==> src/rtl/usr_pkg.sv <==
// Shared definitions for the universal shift register: mode encodings and
// the width helper for the shift counter.
package usr_pkg;

    localparam logic [1:0] MODE_HOLD = 2'b00;
    localparam logic [1:0] MODE_SHR  = 2'b01;
    localparam logic [1:0] MODE_SHL  = 2'b10;
    localparam logic [1:0] MODE_LOAD = 2'b11;

    // Width of a counter that must be able to hold the value 'width' itself.
    function automatic int shcnt_width(input int width);
        return $clog2(width + 1);
    endfunction

endpackage

==> src/rtl/usr_cell.sv <==
// One bit slice of the universal shift register: a 4:1 next-state mux
// (hold / from-left-neighbour / from-right-neighbour / load) feeding a flop.
module usr_cell
    import usr_pkg::*;
#(
    parameter logic RESET_BIT = 1'b0
) (
    input  logic       clk,
    input  logic       rst_n,
    input  logic       clr,
    input  logic       en,
    input  logic [1:0] mode,
    input  logic       shr_in,
    input  logic       shl_in,
    input  logic       d_in,
    output logic       q
);

    logic bit_d;
    logic bit_q;

    // Next-state select: clear beats enable, enable gates the mode mux.
    always_comb begin
        bit_d = bit_q;
        if (clr) begin
            bit_d = RESET_BIT;
        end else if (!en) begin
            bit_d = bit_q;
        end else begin
            case (mode)
                MODE_HOLD: bit_d = bit_q;
                MODE_SHR:  bit_d = shr_in;
                MODE_SHL:  bit_d = shl_in;
                MODE_LOAD: bit_d = d_in;
                default:   bit_d = bit_q;
            endcase
        end
    end

    // Storage flop with asynchronous active-low reset to this bit's reset value.
    always_ff @(posedge clk or negedge rst_n) begin
        if (!rst_n) begin
            bit_q <= RESET_BIT;
        end else begin
            bit_q <= bit_d;
        end
    end

    assign q = bit_q;

endmodule

==> src/rtl/universal_shift_reg.sv <==
// WIDTH-bit hold / shift / rotate / load register with a saturating shift
// counter, a shifted-out bit and a one-cycle pulse when a full word has left.
module universal_shift_reg
    import usr_pkg::*;
#(
    parameter int               WIDTH     = 8,
    parameter logic [WIDTH-1:0] RESET_VAL = '0
) (
    input  logic                            CLK,
    input  logic                            RST,
    input  logic                            EN,
    input  logic                            CLR,
    input  logic [1:0]                      MODE,
    input  logic                            ROT,
    input  logic                            SI_R,
    input  logic                            SI_L,
    input  logic [WIDTH-1:0]                D,
    output logic [WIDTH-1:0]                Q,
    output logic                            SO,
    output logic [shcnt_width(WIDTH)-1:0]   SHCNT,
    output logic                            DONE
);

    localparam int             CW      = shcnt_width(WIDTH);
    localparam logic [CW-1:0]  CNT_MAX = CW'(WIDTH);
    localparam logic [CW-1:0]  CNT_ONE = CW'(1);

    logic [WIDTH-1:0] q_q;
    logic [WIDTH-1:0] shr_in_s;
    logic [WIDTH-1:0] shl_in_s;
    logic             so_d;
    logic             so_q;
    logic [CW-1:0]    cnt_d;
    logic [CW-1:0]    cnt_q;
    logic             done_d;
    logic             done_q;

    // Candidate next words for a right and a left shift; ROT closes the loop.
    always_comb begin
        shr_in_s = {(ROT ? q_q[0] : SI_R), q_q[WIDTH-1:1]};
        shl_in_s = {q_q[WIDTH-2:0], (ROT ? q_q[WIDTH-1] : SI_L)};
    end

    genvar gi;
    generate
        for (gi = 0; gi < WIDTH; gi++) begin : g_cell
            usr_cell #(
                .RESET_BIT (RESET_VAL[gi])
            ) u_cell (
                .clk    (CLK),
                .rst_n  (RST),
                .clr    (CLR),
                .en     (EN),
                .mode   (MODE),
                .shr_in (shr_in_s[gi]),
                .shl_in (shl_in_s[gi]),
                .d_in   (D[gi]),
                .q      (q_q[gi])
            );
        end
    endgenerate

    // Shift-out bit, saturating shift counter and the word-complete pulse.
    always_comb begin
        so_d   = so_q;
        cnt_d  = cnt_q;
        done_d = 1'b0;
        if (CLR) begin
            so_d  = 1'b0;
            cnt_d = '0;
        end else if (!EN) begin
            so_d  = so_q;
            cnt_d = cnt_q;
        end else begin
            case (MODE)
                MODE_HOLD: begin
                    so_d = so_q;
                end
                MODE_SHR, MODE_SHL: begin
                    so_d = (MODE == MODE_SHR) ? q_q[0] : q_q[WIDTH-1];
                    if (cnt_q != CNT_MAX) begin
                        cnt_d  = cnt_q + CNT_ONE;
                        done_d = (cnt_q == (CNT_MAX - CNT_ONE));
                    end else begin
                        cnt_d  = cnt_q;
                        done_d = 1'b0;
                    end
                end
                MODE_LOAD: begin
                    cnt_d = '0;
                end
                default: begin
                    so_d = so_q;
                end
            endcase
        end
    end

    // Registers for SO, SHCNT and DONE; reset matches a synchronous clear.
    always_ff @(posedge CLK or negedge RST) begin
        if (!RST) begin
            so_q   <= 1'b0;
            cnt_q  <= '0;
            done_q <= 1'b0;
        end else begin
            so_q   <= so_d;
            cnt_q  <= cnt_d;
            done_q <= done_d;
        end
    end

    assign Q     = q_q;
    assign SO    = so_q;
    assign SHCNT = cnt_q;
    assign DONE  = done_q;

endmodule

==> config.mk <==
export PLATFORM = sky130hd
export DESIGN_NAME = universal_shift_reg
export DESIGN_NICKNAME = d
export VERILOG_FILES = /design/src/rtl/usr_pkg.sv /design/src/rtl/usr_cell.sv /design/src/rtl/universal_shift_reg.sv
export SDC_FILE = /design/constraint.sdc
export NUM_CORES = 1
export LEC_CHECK = 0
export BUFFER_PORTS_ARGS = -buffer_cell sky130_fd_sc_hd__clkbuf_2
export CAP_MARGIN = 20
export CORE_MARGIN = 8
export CORE_UTILIZATION = 30
export CTS_CLUSTER_DIAMETER = 200
export CTS_CLUSTER_SIZE = 12
export DETAILED_ROUTE_END_ITERATION = 12
export SYNTH_ARGS = -nofsm -noshare
export SYNTH_HDL_FRONTEND = slang
export SYNTH_SLANG_ARGS = --single-unit
==> constraint.sdc <==
create_clock -name CLK -period 1.7 [get_ports CLK]
set_clock_uncertainty 0.2 [all_clocks]
set_input_delay 0.425 -clock CLK [delete_from_list [all_inputs] [get_ports CLK]]
set_output_delay 0.425 -clock CLK [all_outputs]
set_load 0.05 [all_outputs]
### Word-level counts from Yosys, hierarchy flattened

Index checks and enable logic that the tools add are counted.

* bits in registers: 14
* output and inout port bits: 14
* word-level logic and storage cells: 65

* add/subtract/negate cells: 1
* eq/ne operators: 7
* multiplexer cells: 38
* reduce and logical (&&, ||, !) cells: 8

Operator list (number)
* $mux 1: 26
* $pmux 1 s3: 8
* $mux 4: 3
* $pmux 4 s2: 1
* $add 4x1->4 const B: 1
* $eq 2x2->1 const B: 2
* $eq 4x3->1 const B: 1
* $ne 4x4->1 const B: 1
* $reduce_and 2->1: 2
* $reduce_bool 2->1: 2
* $ne 3x3->1 const B: 1
* $reduce_and 3->1: 1
* $reduce_bool 3->1: 1
* $eq 2x1->1 const B: 1
* $logic_not 2->1: 1
* $ne 2x2->1 const B: 1
* $reduce_or 2->1: 1

### Depth between registers and ports, before layout

Gate-level depths: netlist of the first run.

* word-level depth: 5
* mapped depth: 6

### Hierarchy

From an unflattened synthesis of the first run, not the netlist that was laid out.

* cell total of the unflattened synthesis: 106
* area total of the unflattened synthesis: 1052.3 um2

Modules (own cells, without submodules)
* usr_cell: times used 8, cells each 7, area each 75.1 um2, sequential area each 25.0 um2
* universal_shift_reg: times used 1, cells each 50, area each 451.7 um2, sequential area each 150.1 um2

### Worst setup path after synthesis of the first run

No wires, ideal clock.

* path type: flip-flop to flip-flop
* from: register cnt_q[0] (netlist: SHCNT[0])
* to: register cnt_q[0] (netlist: SHCNT[0])
* setup time: 0.125 ns
* data arrival time: 1.630 ns
* data required time: 1.375 ns
* slack: -0.255 ns
* stages on the path, launching flop included: 6
* clock period less this slack: 1.955 ns
* path through: dfrtp_1 > inv_1 > ha_1 > and4bb_4 > a22oi_4 > mux2_4

* cells in the longest elaborated chain, start to end: 5
* elaborated cells between the ends (all ways): 8

Ends and longest elaborated chain
* start, declared: line universal_shift_reg.sv:34 `logic [CW-1:0] cnt_q;`
* start signal, assigned: line universal_shift_reg.sv:107 `cnt_q <= cnt_d;`
* $add 4x1->4: line universal_shift_reg.sv:82 `cnt_d = cnt_q + CNT_ONE;`
* $mux 4: line universal_shift_reg.sv:81 `if (cnt_q != CNT_MAX) begin`
* $pmux 4 s2: line universal_shift_reg.sv:75 `case (MODE)`
* $mux 4: line universal_shift_reg.sv:71 `end else if (!EN) begin`
* $mux 4: line universal_shift_reg.sv:68 `if (CLR) begin`

Parallel ways exist; a longest one is shown, timed or not. The select of a mux whose other input is x is not followed.
A chain may end at the register's enable or synchronous reset.

### Worst setup path after layout of the first run

* from: register g_cell[7].u_cell.bit_q
* to: output port Q[7]

RTL lines
* start, declared: line usr_cell.sv:20 `logic bit_q;`
* start signal, assigned: line usr_cell.sv:45 `bit_q <= bit_d;`
* end, declared: line universal_shift_reg.sv:18 `output logic [WIDTH-1:0] Q,`

No word-level cell between the ends.

==> results.sh, run 1 <==
export IMPL_outcome="completed"
export IMPL_clk_latency_ps=290
export IMPL_grt_max_degree=17
export IMPL_crit_type="reg2out"
export IMPL_cts_buffer_depth=2
export IMPL_start_util_pct=30.87
export IMPL_ff2ff_path_depth=5
export IMPL_syn_avg_cell_area_um2=9.759
export IMPL_cts_buffers_inserted=3
export IMPL_synth_seq_area_share_pct=37.79
export IMPL_portBuffers=30
export IMPL_async_reset_ff_share_pct=100.0
export IMPL_cpLargestDelayFamily="flip-flops"
export IMPL_tritoncts="done"
export IMPL_post_route_util_pct=40.46
export IMPL_synth_edf_count=0
export IMPL_grt_pass1_vias=865
export IMPL_yosysTopAreaCell="dfrtp_1"
export IMPL_fill_cells=311
export IMPL_io_pins=31
export IMPL_holdPathStages=2
export IMPL_viasPerCell=5.006
export IMPL_setup_viol=0
export IMPL_yosysMostFrequentCell="dfrtp_1"
export IMPL_grt_first_pass_wirelength_mm=3.960
export IMPL_final_nets=155
export IMPL_slowest_stage="dfrtp_1"
export IMPL_regToRegSetupSlack_ps=90
export IMPL_critical_path_startpoint="g_cell[7].u_cell.q$_DFFE_PN0P_"
export IMPL_gp_congestion=0.8212
export IMPL_worst_slew_pin_slew_ps=363.4
export IMPL_place_area_mm2=0.001159
export IMPL_drt_first_pass_iters=4
export IMPL_arrival_ps=1020
export IMPL_die_w_um=71.59
export IMPL_crit_required_ps=1070
export IMPL_multi_input_area_um2=478.0
export IMPL_fp_dieH_um=71.59
export IMPL_slew_violations=0
export IMPL_crit_reg2reg_launch="SHCNT[1]$_DFFE_PN0P_"
export IMPL_syn_instance_count=95
export IMPL_dp_cells=159
export IMPL_path_max_fanout=5
export IMPL_core_mm2=0.003003
export IMPL_crit_cells=1
export IMPL_post_cts_setup_buffers=0
export IMPL_ff_latch_area_um2=352.8
export IMPL_slew_headroom_pct=75.77
export IMPL_yosysTopAreaCellShare_pct=37.79
export IMPL_ys_top_cells_by_area="dfrtp_1, ha_1, buf_4"
export IMPL_max_freq_ghz=0.6076
export IMPL_synth_fp_nets=118
export IMPL_critPathCapture="Q[7]"
export IMPL_finalHoldViolations=0
export IMPL_period_share_pct=96.82
export IMPL_pre_cts_slack_ps=-121.4
export IMPL_rows=20
export IMPL_final_cell_area_mm2=0.001215
export IMPL_path_buf_inv=1
export IMPL_cp_start_kind="register"
export IMPL_drive_above_1_share_pct=45.04
export IMPL_fin_cells=164
export IMPL_whs_ps=201.4
export IMPL_crit_chain="clkbuf_2"
export IMPL_synth_ff_type="dfrtp_1"
export IMPL_yosysUniqueCellTypes=28
export IMPL_hp_class="in2reg"
export IMPL_synth_seq_cells=14
export IMPL_drc=0
export IMPL_routedWlPerCell_um=14.22
export IMPL_num_vias=821
export IMPL_grt_ovfl_total=0
export IMPL_finalCriticalPeriod_ps=1646
export IMPL_max_cap_viol_count=0
export IMPL_die_area_mm2=0.005125
export IMPL_leakage_nw=0.6183
export IMPL_p_per_area_mw_per_mm2=787.1
export IMPL_hpwl_mm=1.825
export IMPL_endpoint_kind="output pin"
export IMPL_synth_warnings=0
export IMPL_routed_wl_mm=2.332
export IMPL_root_buffer="clkbuf_4"
export IMPL_setup_ws_ps=54.06
export IMPL_clock_tree_htree_level_count=1
export IMPL_syn_area_um2=927.1
export IMPL_r2r_end="SHCNT[0]$_DFFE_PN0P_"
export IMPL_synth_common_cells="dfrtp_1, buf_4, nand2_1"
export IMPL_cts_sinks=14
export IMPL_drt_iter0_drc=61
export IMPL_grt_setup_unrepaired="false"
export IMPL_path_clk_slew_ps=100
export IMPL_area_delta_synth_final_pct=31.04
export IMPL_ir_drop_mv=0.5558
export IMPL_antenna_found_initial=0
export IMPL_grt_usage_pct=9.514
export IMPL_diodes=0
export IMPL_max_stage_delay_ps=430
export IMPL_detail_route_antenna_nets=0
==> per-stage QoR <==
stage               TNS, ps  power [mW]
floorplan            -75.44      0.6106
global placement     -224.2      0.6988
detailed placement   -520.1      0.7052
CTS                       0      0.9631
global route              0       1.009
finish                    0      0.9562
==> cells in the final DEF, fill, tap and decap left out <==
| cell type | n |
|---|---|
| inv_1 | 5 |
| o32ai_1 | 1 |
| inv_2 | 2 |
| a311oi_1 | 1 |
| buf_4 | 12 |
| o21ai_2 | 1 |
| and2b_1 | 1 |
| a21oi_1 | 2 |
| mux2_4 | 1 |
| ha_4 | 1 |
| o21ai_0 | 8 |
| ha_1 | 4 |
| clkbuf_8 | 1 |
| and3b_1 | 1 |
| nand2_1 | 9 |
| a22oi_1 | 8 |
| nor2_1 | 2 |
| dlygate4sd3_1 | 1 |
| nand3_1 | 1 |
| clkbuf_2 | 29 |
| and4bb_4 | 1 |
| dfrtp_2 | 2 |
| mux2i_1 | 3 |
| and4_1 | 1 |
| clkbuf_4 | 3 |
| and3_1 | 1 |
| buf_8 | 1 |
| nor3_1 | 2 |
| o2bb2ai_1 | 1 |
| a31oi_1 | 8 |
| dfrtp_1 | 12 |
| mux2_2 | 2 |
| a22oi_4 | 1 |
| ha_2 | 1 |
| buf_12 | 1 |
==> cell families after synthesis <==
logic type	count (synthesis)	synth area share, %
fa+ha+maj	6	8.097
buf+inv	19	12.28
compound gates	31	23.35
simple gates	19	11.20
mux	6	7.287
flops	14	37.79
==> layout make-up <==
class,count,share of cell area (%)
clock buffer,4,2.987
inverter,7,2.163
multi-input combinational,62,39.34
sequential,14,29.04
tap,33,3.399
timing repair buffer,44,23.07
==> per-layer routing <==
layer / routed length (um) / vias to the layer above / share of wire, % / GRT usage [%]
met1: 1022 / 388 / 44 / 10.98
li1: - / 409 / - / -
met3: 186 / 0 / 8.0 / 4.463
met2: 1123 / 24 / 48 / 16.22
met5: 0 / - / 0 / 0
met4: 0 / 0 / 0 / 0.6803
==> how the worst min path moves through the flow <==
stage                                     end  slack, ps  start
2_1_floorplan                  DONE$_DFF_PN0_        -70    RST
3_3_place_gp   g_cell[2].u_cell.q$_DFFE_PN0P_        160    RST
3_5_place_dp   g_cell[2].u_cell.q$_DFFE_PN0P_        160    RST
4_1_cts                        SO$_DFFE_PN0P_        200    CLR
5_1_grt                        SO$_DFFE_PN0P_        200    CLR
6_report                       SO$_DFFE_PN0P_        200    CLR
==> where the power goes <==
group          internal, mW  switching (mW)
clock                 0.130           0.120
sequential            0.359          0.0262
combinational         0.124           0.197
==> repair_timing <==
item	in CTS	in global routing
hold buffers	1	0
setup endpoints to repair	1	1
hold endpoints to repair	14	0
gates resized for setup	2	1
==> flip-flops by register name, summed over array words and instances (netlist names) <==
name             flops
g_cell.u_cell.q      8
SHCNT                4
DONE                 1
SO                   1
(Power assumes the default switching activity.)
==> run 2: changes to the inputs <==
--- a/config.mk
+++ b/config.mk
@@ -6,12 +6,12 @@
 export NUM_CORES = 1
 export LEC_CHECK = 0
 export BUFFER_PORTS_ARGS = -buffer_cell sky130_fd_sc_hd__clkbuf_2
-export CAP_MARGIN = 20
 export CORE_MARGIN = 8
 export CORE_UTILIZATION = 30
 export CTS_CLUSTER_DIAMETER = 200
 export CTS_CLUSTER_SIZE = 12
 export DETAILED_ROUTE_END_ITERATION = 12
+export PLACE_DENSITY_LB_ADDON = 0.05
 export SYNTH_ARGS = -nofsm -noshare
 export SYNTH_HDL_FRONTEND = slang
 export SYNTH_SLANG_ARGS = --single-unit
==> run 2 against run 1 <==
  * Final cell count increased by 1.2%
  * Routed wire length increased by 3.6%
  * Sequential share of layout area decreased by 0.38 points
  * Via count increased by 0.37%
  * Critical endpoint is now SHCNT[0]
  * Largest power group unchanged
==> results.sh, run 2 (same netlist as run 1, synthesis figures left out) <==
export IMPL_outcome="completed"
export IMPL_crit_type="reg2out"
export IMPL_arrival_ps=1030
export IMPL_worst_slew_pin_slew_ps=367.2
export IMPL_grt_usage_pct=9.827
export IMPL_switchingPower_mw=0.3457
export IMPL_p_comb_share_pct=33.7
export IMPL_drive_above_1_share_pct=45.86
export IMPL_max_cap_viol_count=0
export IMPL_drt_iter0_drc=62
export IMPL_area_delta_synth_final_pct=32.79
export IMPL_fill_cells=317
export IMPL_crit_required_ps=1070
export IMPL_post_route_util_pct=41.00
export IMPL_p_per_area_mw_per_mm2=781.3
export IMPL_pre_cts_slack_ps=-115.0
export IMPL_setup_ws_ps=40.57
export IMPL_hpwl_mm=1.844
export IMPL_max_freq_ghz=0.6026
export IMPL_cts_sinks=14
export IMPL_tritoncts="done"
export IMPL_cts_buffer_depth=2
export IMPL_slew_violations=0
export IMPL_period_share_pct=97.61
export IMPL_rows=20
export IMPL_path_clk_slew_ps=100
export IMPL_portBuffers=30
export IMPL_dp_cells=161
export IMPL_ir_drop_mv=0.3975
export IMPL_fp_dieH_um=71.59
export IMPL_p_int_mw=0.6162
export IMPL_layout_common_cells="clkbuf_2, buf_4, dfrtp_1, nand2_1"
export IMPL_finalCriticalPeriod_ps=1659
export IMPL_endpoint_kind="output pin"
export IMPL_grt_first_pass_wirelength_mm=3.974
export IMPL_largest_reg_flops=8
export IMPL_diodes=0
export IMPL_drc=0
export IMPL_setup_viol=0
export IMPL_p_clk_share_pct=26.3
export IMPL_cp_start_kind="register"
export IMPL_grt_pass1_vias=871
export IMPL_path_max_fanout=5
export IMPL_antenna_found_initial=0
export IMPL_gp_congestion=0.7929
export IMPL_routed_wl_mm=2.415
export IMPL_core_mm2=0.003003
export IMPL_final_common_cell="clkbuf_2"
export IMPL_num_vias=824
export IMPL_viasPerCell=4.964
export IMPL_grt_setup_unrepaired="false"
export IMPL_routedWlPerCell_um=14.55
export IMPL_power_frac_seq_pct=40.0
export IMPL_drt_first_pass_iters=4
export IMPL_clk_latency_ps=280
export IMPL_slew_headroom_pct=75.52
export IMPL_leakage_nw=0.6285
export IMPL_start_util_pct=30.87
export IMPL_finalHoldViolations=0
export IMPL_fin_cells=166
export IMPL_detail_route_antenna_nets=0
export IMPL_root_buffer="clkbuf_4"
export IMPL_die_area_mm2=0.005125
export IMPL_p_sw_share_pct=35.94
export IMPL_grt_max_degree=17
export IMPL_cts_buffers_inserted=3
export IMPL_grt_ovfl_total=0
export IMPL_hp_class="in2reg"
export IMPL_die_w_um=71.59
export IMPL_io_pins=31
export IMPL_clock_tree_htree_level_count=1
export IMPL_post_cts_setup_buffers=0
export IMPL_final_nets=157
## run 2: cell types whose count changed in the layout (fill, tap and decap cells not counted), sizes merged
cell / previous run / this run
buf: 14 / 16
## run 2: path summary, 6_finish.rpt
check | endpoint | slack, ps | depth (start not counted) | startpoint
setup / recovery | SHCNT[0] | 40 | 2 | SHCNT[0]$_DFFE_PN0P_
hold / removal | SHCNT[3]$_DFFE_PN0P_ | 190 | 2 | CLR
setup reg to reg | SHCNT[0]$_DFFE_PN0P_ | 110 | 5 | SHCNT[1]$_DFFE_PN0P_
hold reg to reg | g_cell[4].u_cell.q$_DFFE_PN0P_ | 380 | 2 | g_cell[5].u_cell.q$_DFFE_PN0P_
max in group asynchronous | SHCNT[1]$_DFFE_PN0P_ | 640 | 2 | RST
min in group asynchronous | g_cell[0].u_cell.q$_DFFE_PN0P_ | 370 | 2 | RST
## run 2: final cells by class
| cell class | count | area, um^2 | share of cell area (%) |
|---|---|---|---|
| Multi-Input combinational cell | 62 | 478.0 | 38.82 |
| Clock buffer | 4 | 36.28 | 2.947 |
| Tap cell | 33 | 41.29 | 3.354 |
| Timing Repair Buffer | 46 | 296.5 | 24.09 |
| Inverter | 7 | 26.28 | 2.134 |
| Sequential cell | 14 | 352.8 | 28.66 |
## run 2: power by group through the flow
stage,Clock [mW],Sequential (mW),Combinational (mW)
6_report,0.253,0.385,0.324
5_1_grt,0.273,0.390,0.353
4_1_cts,0.259,0.385,0.328
3_5_place_dp,0,0.392,0.319
3_3_place_gp,0,0.391,0.319
2_1_floorplan,0,0.428,0.182
## run 2: metrics by stage
step	TNS [ps]	power (mW)	instance area [um^2]	hold slack, ps
floorplan	-75.44	0.6106	944.7	-70.59
global placement	-301.3	0.7106	1174	173.8
detailed placement	-472.0	0.7103	1174	161.0
CTS	0	0.9719	1229	180.1
global route	0	1.016	1231	180.1
finish	0	0.9619	1231	185.7
## run 2: metal layers
layer  vias up  track usage (%)  wire length (um)
met2        20            17.55              1226
met4         0            2.494                31
met5         -                0                 0
met1       382            10.32               993
met3         4            4.184               165
li1        418                -                 -
## run 2: what timing repair did
item,in CTS,in global routing
resized for setup,2,3
hold buffers,1,0
endpoints found under the hold margin,14,0
endpoints found under the setup margin,1,2
## run 2: critical path: stages (launching register included)
cell	delay, ps
dfrtp_2	420
buf_4	150
clkbuf_8	170
==> run 3: changes to the inputs <==
--- a/config.mk
+++ b/config.mk
@@ -6,6 +6,8 @@
 export NUM_CORES = 1
 export LEC_CHECK = 0
 export BUFFER_PORTS_ARGS = -buffer_cell sky130_fd_sc_hd__clkbuf_2
+export CAP_MARGIN = 0
+export CORE_ASPECT_RATIO = 0.9
 export CORE_MARGIN = 8
 export CORE_UTILIZATION = 30
 export CTS_CLUSTER_DIAMETER = 200
==> run 3 against run 2 <==
  * Combinational power grew 2%
  * Count of clock-buffer cells in the layout unchanged
  * Critical path depth is the same
  * Sequential power hardly changed
  * Final area is 3.8% higher
  * Die area hardly changed
  * First-iteration DRC count fell by 48%
  * Largest power group unchanged
==> results.sh, run 3 (same netlist as run 1, synthesis figures left out) <==
export IMPL_outcome="completed"
export IMPL_clock_tree_htree_level_count=1
export IMPL_slew_violations=0
export IMPL_routed_wl_mm=2.470
export IMPL_antenna_found_initial=0
export IMPL_die_area_mm2=0.005128
export IMPL_ff2ff_path_depth=5
export IMPL_rows=19
export IMPL_pre_cts_slack_ps=-118.9
export IMPL_final_common_cell="clkbuf_2"
export IMPL_setup_viol=0
export IMPL_place_area_mm2=0.001215
export IMPL_crit_reg2reg_launch="SHCNT[1]$_DFFE_PN0P_"
export IMPL_layout_common_cells="clkbuf_2, buf_4, dfrtp_1, nand2_1"
export IMPL_routedWlPerCell_um=13.80
export IMPL_finalHoldViolations=0
export IMPL_r2r_end="SHCNT[0]$_DFFE_PN0P_"
export IMPL_area_delta_synth_final_pct=37.79
export IMPL_setup_ws_ps=46.39
export IMPL_grt_usage_pct=10.43
export IMPL_clk_latency_ps=280
export IMPL_max_cap_viol_count=0
export IMPL_grt_ovfl_total=0
export IMPL_post_cts_setup_buffers=0
export IMPL_p_comb_share_pct=34.3
export IMPL_arrival_ps=1030
export IMPL_max_stage_delay_ps=420
export IMPL_hold_start="EN"
export IMPL_core_mm2=0.002995
export IMPL_cts_sinks=14
export IMPL_root_buffer="clkbuf_4"
export IMPL_cts_buffers_inserted=3
export IMPL_detail_route_antenna_nets=0
export IMPL_die_w_um=74.60
export IMPL_drt_first_pass_iters=4
export IMPL_crit_required_ps=1070
export IMPL_p_int_mw=0.6215
export IMPL_drc=0
export IMPL_holdPathStages=2
export IMPL_crit_chain="buf_4 > clkbuf_8"
export IMPL_drt_iter0_drc=32
export IMPL_finalCriticalPeriod_ps=1654
export IMPL_slowest_stage="dfrtp_2"
export IMPL_p_clk_share_pct=25.9
export IMPL_fp_dieH_um=68.74
export IMPL_grt_max_degree=17
export IMPL_setup_tns_ps=0
export IMPL_p_per_area_mw_per_mm2=757.4
export IMPL_gp_congestion=0.8115
export IMPL_min_to="SO$_DFFE_PN0P_"
export IMPL_max_freq_ghz=0.6047
export IMPL_num_vias=847
export IMPL_worst_slew_pin_slew_ps=384.3
export IMPL_grt_setup_unrepaired="false"
export IMPL_crit_type="reg2out"
export IMPL_switchingPower_mw=0.3461
export IMPL_tritoncts="done"
export IMPL_final_cell_area_mm2=0.001277
export IMPL_endpoint_kind="output pin"
export IMPL_p_sw_share_pct=35.77
export IMPL_leakage_nw=0.6492
export IMPL_diodes=0
export IMPL_grt_first_pass_wirelength_mm=4.029
export IMPL_io_pins=31
export IMPL_regToRegSetupSlack_ps=70
export IMPL_path_clk_slew_ps=90
export IMPL_start_util_pct=30.95
export IMPL_final_nets=161
export IMPL_hp_class="in2reg"
export IMPL_slew_headroom_pct=74.38
export IMPL_grt_pass1_vias=840
export IMPL_drive_above_1_share_pct=47.45
export IMPL_ir_drop_mv=0.3451
export IMPL_cp_start_kind="register"
export IMPL_whs_ps=193.2
export IMPL_viasPerCell=4.732
export IMPL_hpwl_mm=1.961
export IMPL_largest_reg_flops=8
export IMPL_path_max_fanout=5
export IMPL_portBuffers=30
export IMPL_cts_buffer_depth=2
export IMPL_power_frac_seq_pct=39.7
export IMPL_period_share_pct=97.27
[run 3: power by group through the flow]
stage	logic, mW	registers (mW)	clock network (mW)
CTS	0.336	0.385	0.267
floorplan	0.182	0.428	0
finish	0.332	0.385	0.251
global route	0.362	0.389	0.280
global placement	0.326	0.391	0
detailed placement	0.326	0.392	0
[run 3: worst max-delay path by stage]
stage	start	to	slack (ps)	cells past startpoint
floorplan	SHCNT[1]$_DFFE_PN0P_	SHCNT[0]$_DFFE_PN0P_	-80	5
finish	SHCNT[0]$_DFFE_PN0P_	SHCNT[0]	50	2
CTS	SHCNT[3]$_DFFE_PN0P_	SHCNT[3]	10	1
global route	SHCNT[2]$_DFFE_PN0P_	SHCNT[2]	3	2
detailed placement	MODE[0]	SHCNT[0]$_DFFE_PN0P_	-120	6
global placement	MODE[0]	SHCNT[0]$_DFFE_PN0P_	-90	6
[run 3: stage by stage]
| step | utilization [%] | power [mW] | instances |
|---|---|---|---|
| floorplan | - | 0.6106 | 95 |
| global placement | 40.56 | 0.7167 | 174 |
| detailed placement | 40.56 | 0.7177 | 174 |
| CTS | 42.48 | 0.9883 | 179 |
| global route | 42.65 | 1.031 | 179 |
| finish | 42.65 | 0.9676 | 179 |
[run 3: cell type report]
type,count,area (um^2)
clock buffers,4,36.28
fillers,324,1718
inverters,7,26.28
multi-input cells,62,478.0
flip-flops and latches,14,352.8
well taps,42,52.55
repair buffers,50,331.6
[run 3: worst max-delay path: cells and delay by family, from the launching register on]
kind	cells	cell delay, ps
buffers and inverters	2	320
DFF	1	420
[run 3: timing repair]
item | in CTS | in global routing
endpoints found under the setup margin | 2 | 3
hold buffers | 1 | 0
gates resized for setup | 3 | 5
gates cloned | 0 | 0
endpoints found under the hold margin | 14 | 0
[run 3: metal layers]
| metal | part of all wire [%] | global-route usage, % | vias to the layer above |
|---|---|---|---|
| met5 | 0 | 0 | - |
| met4 | 0.65 | 2.927 | 0 |
| met3 | 7.7 | 4.480 | 2 |
| met2 | 41 | 14.78 | 23 |
| met1 | 50 | 13.97 | 397 |
| li1 | - | - | 425 |
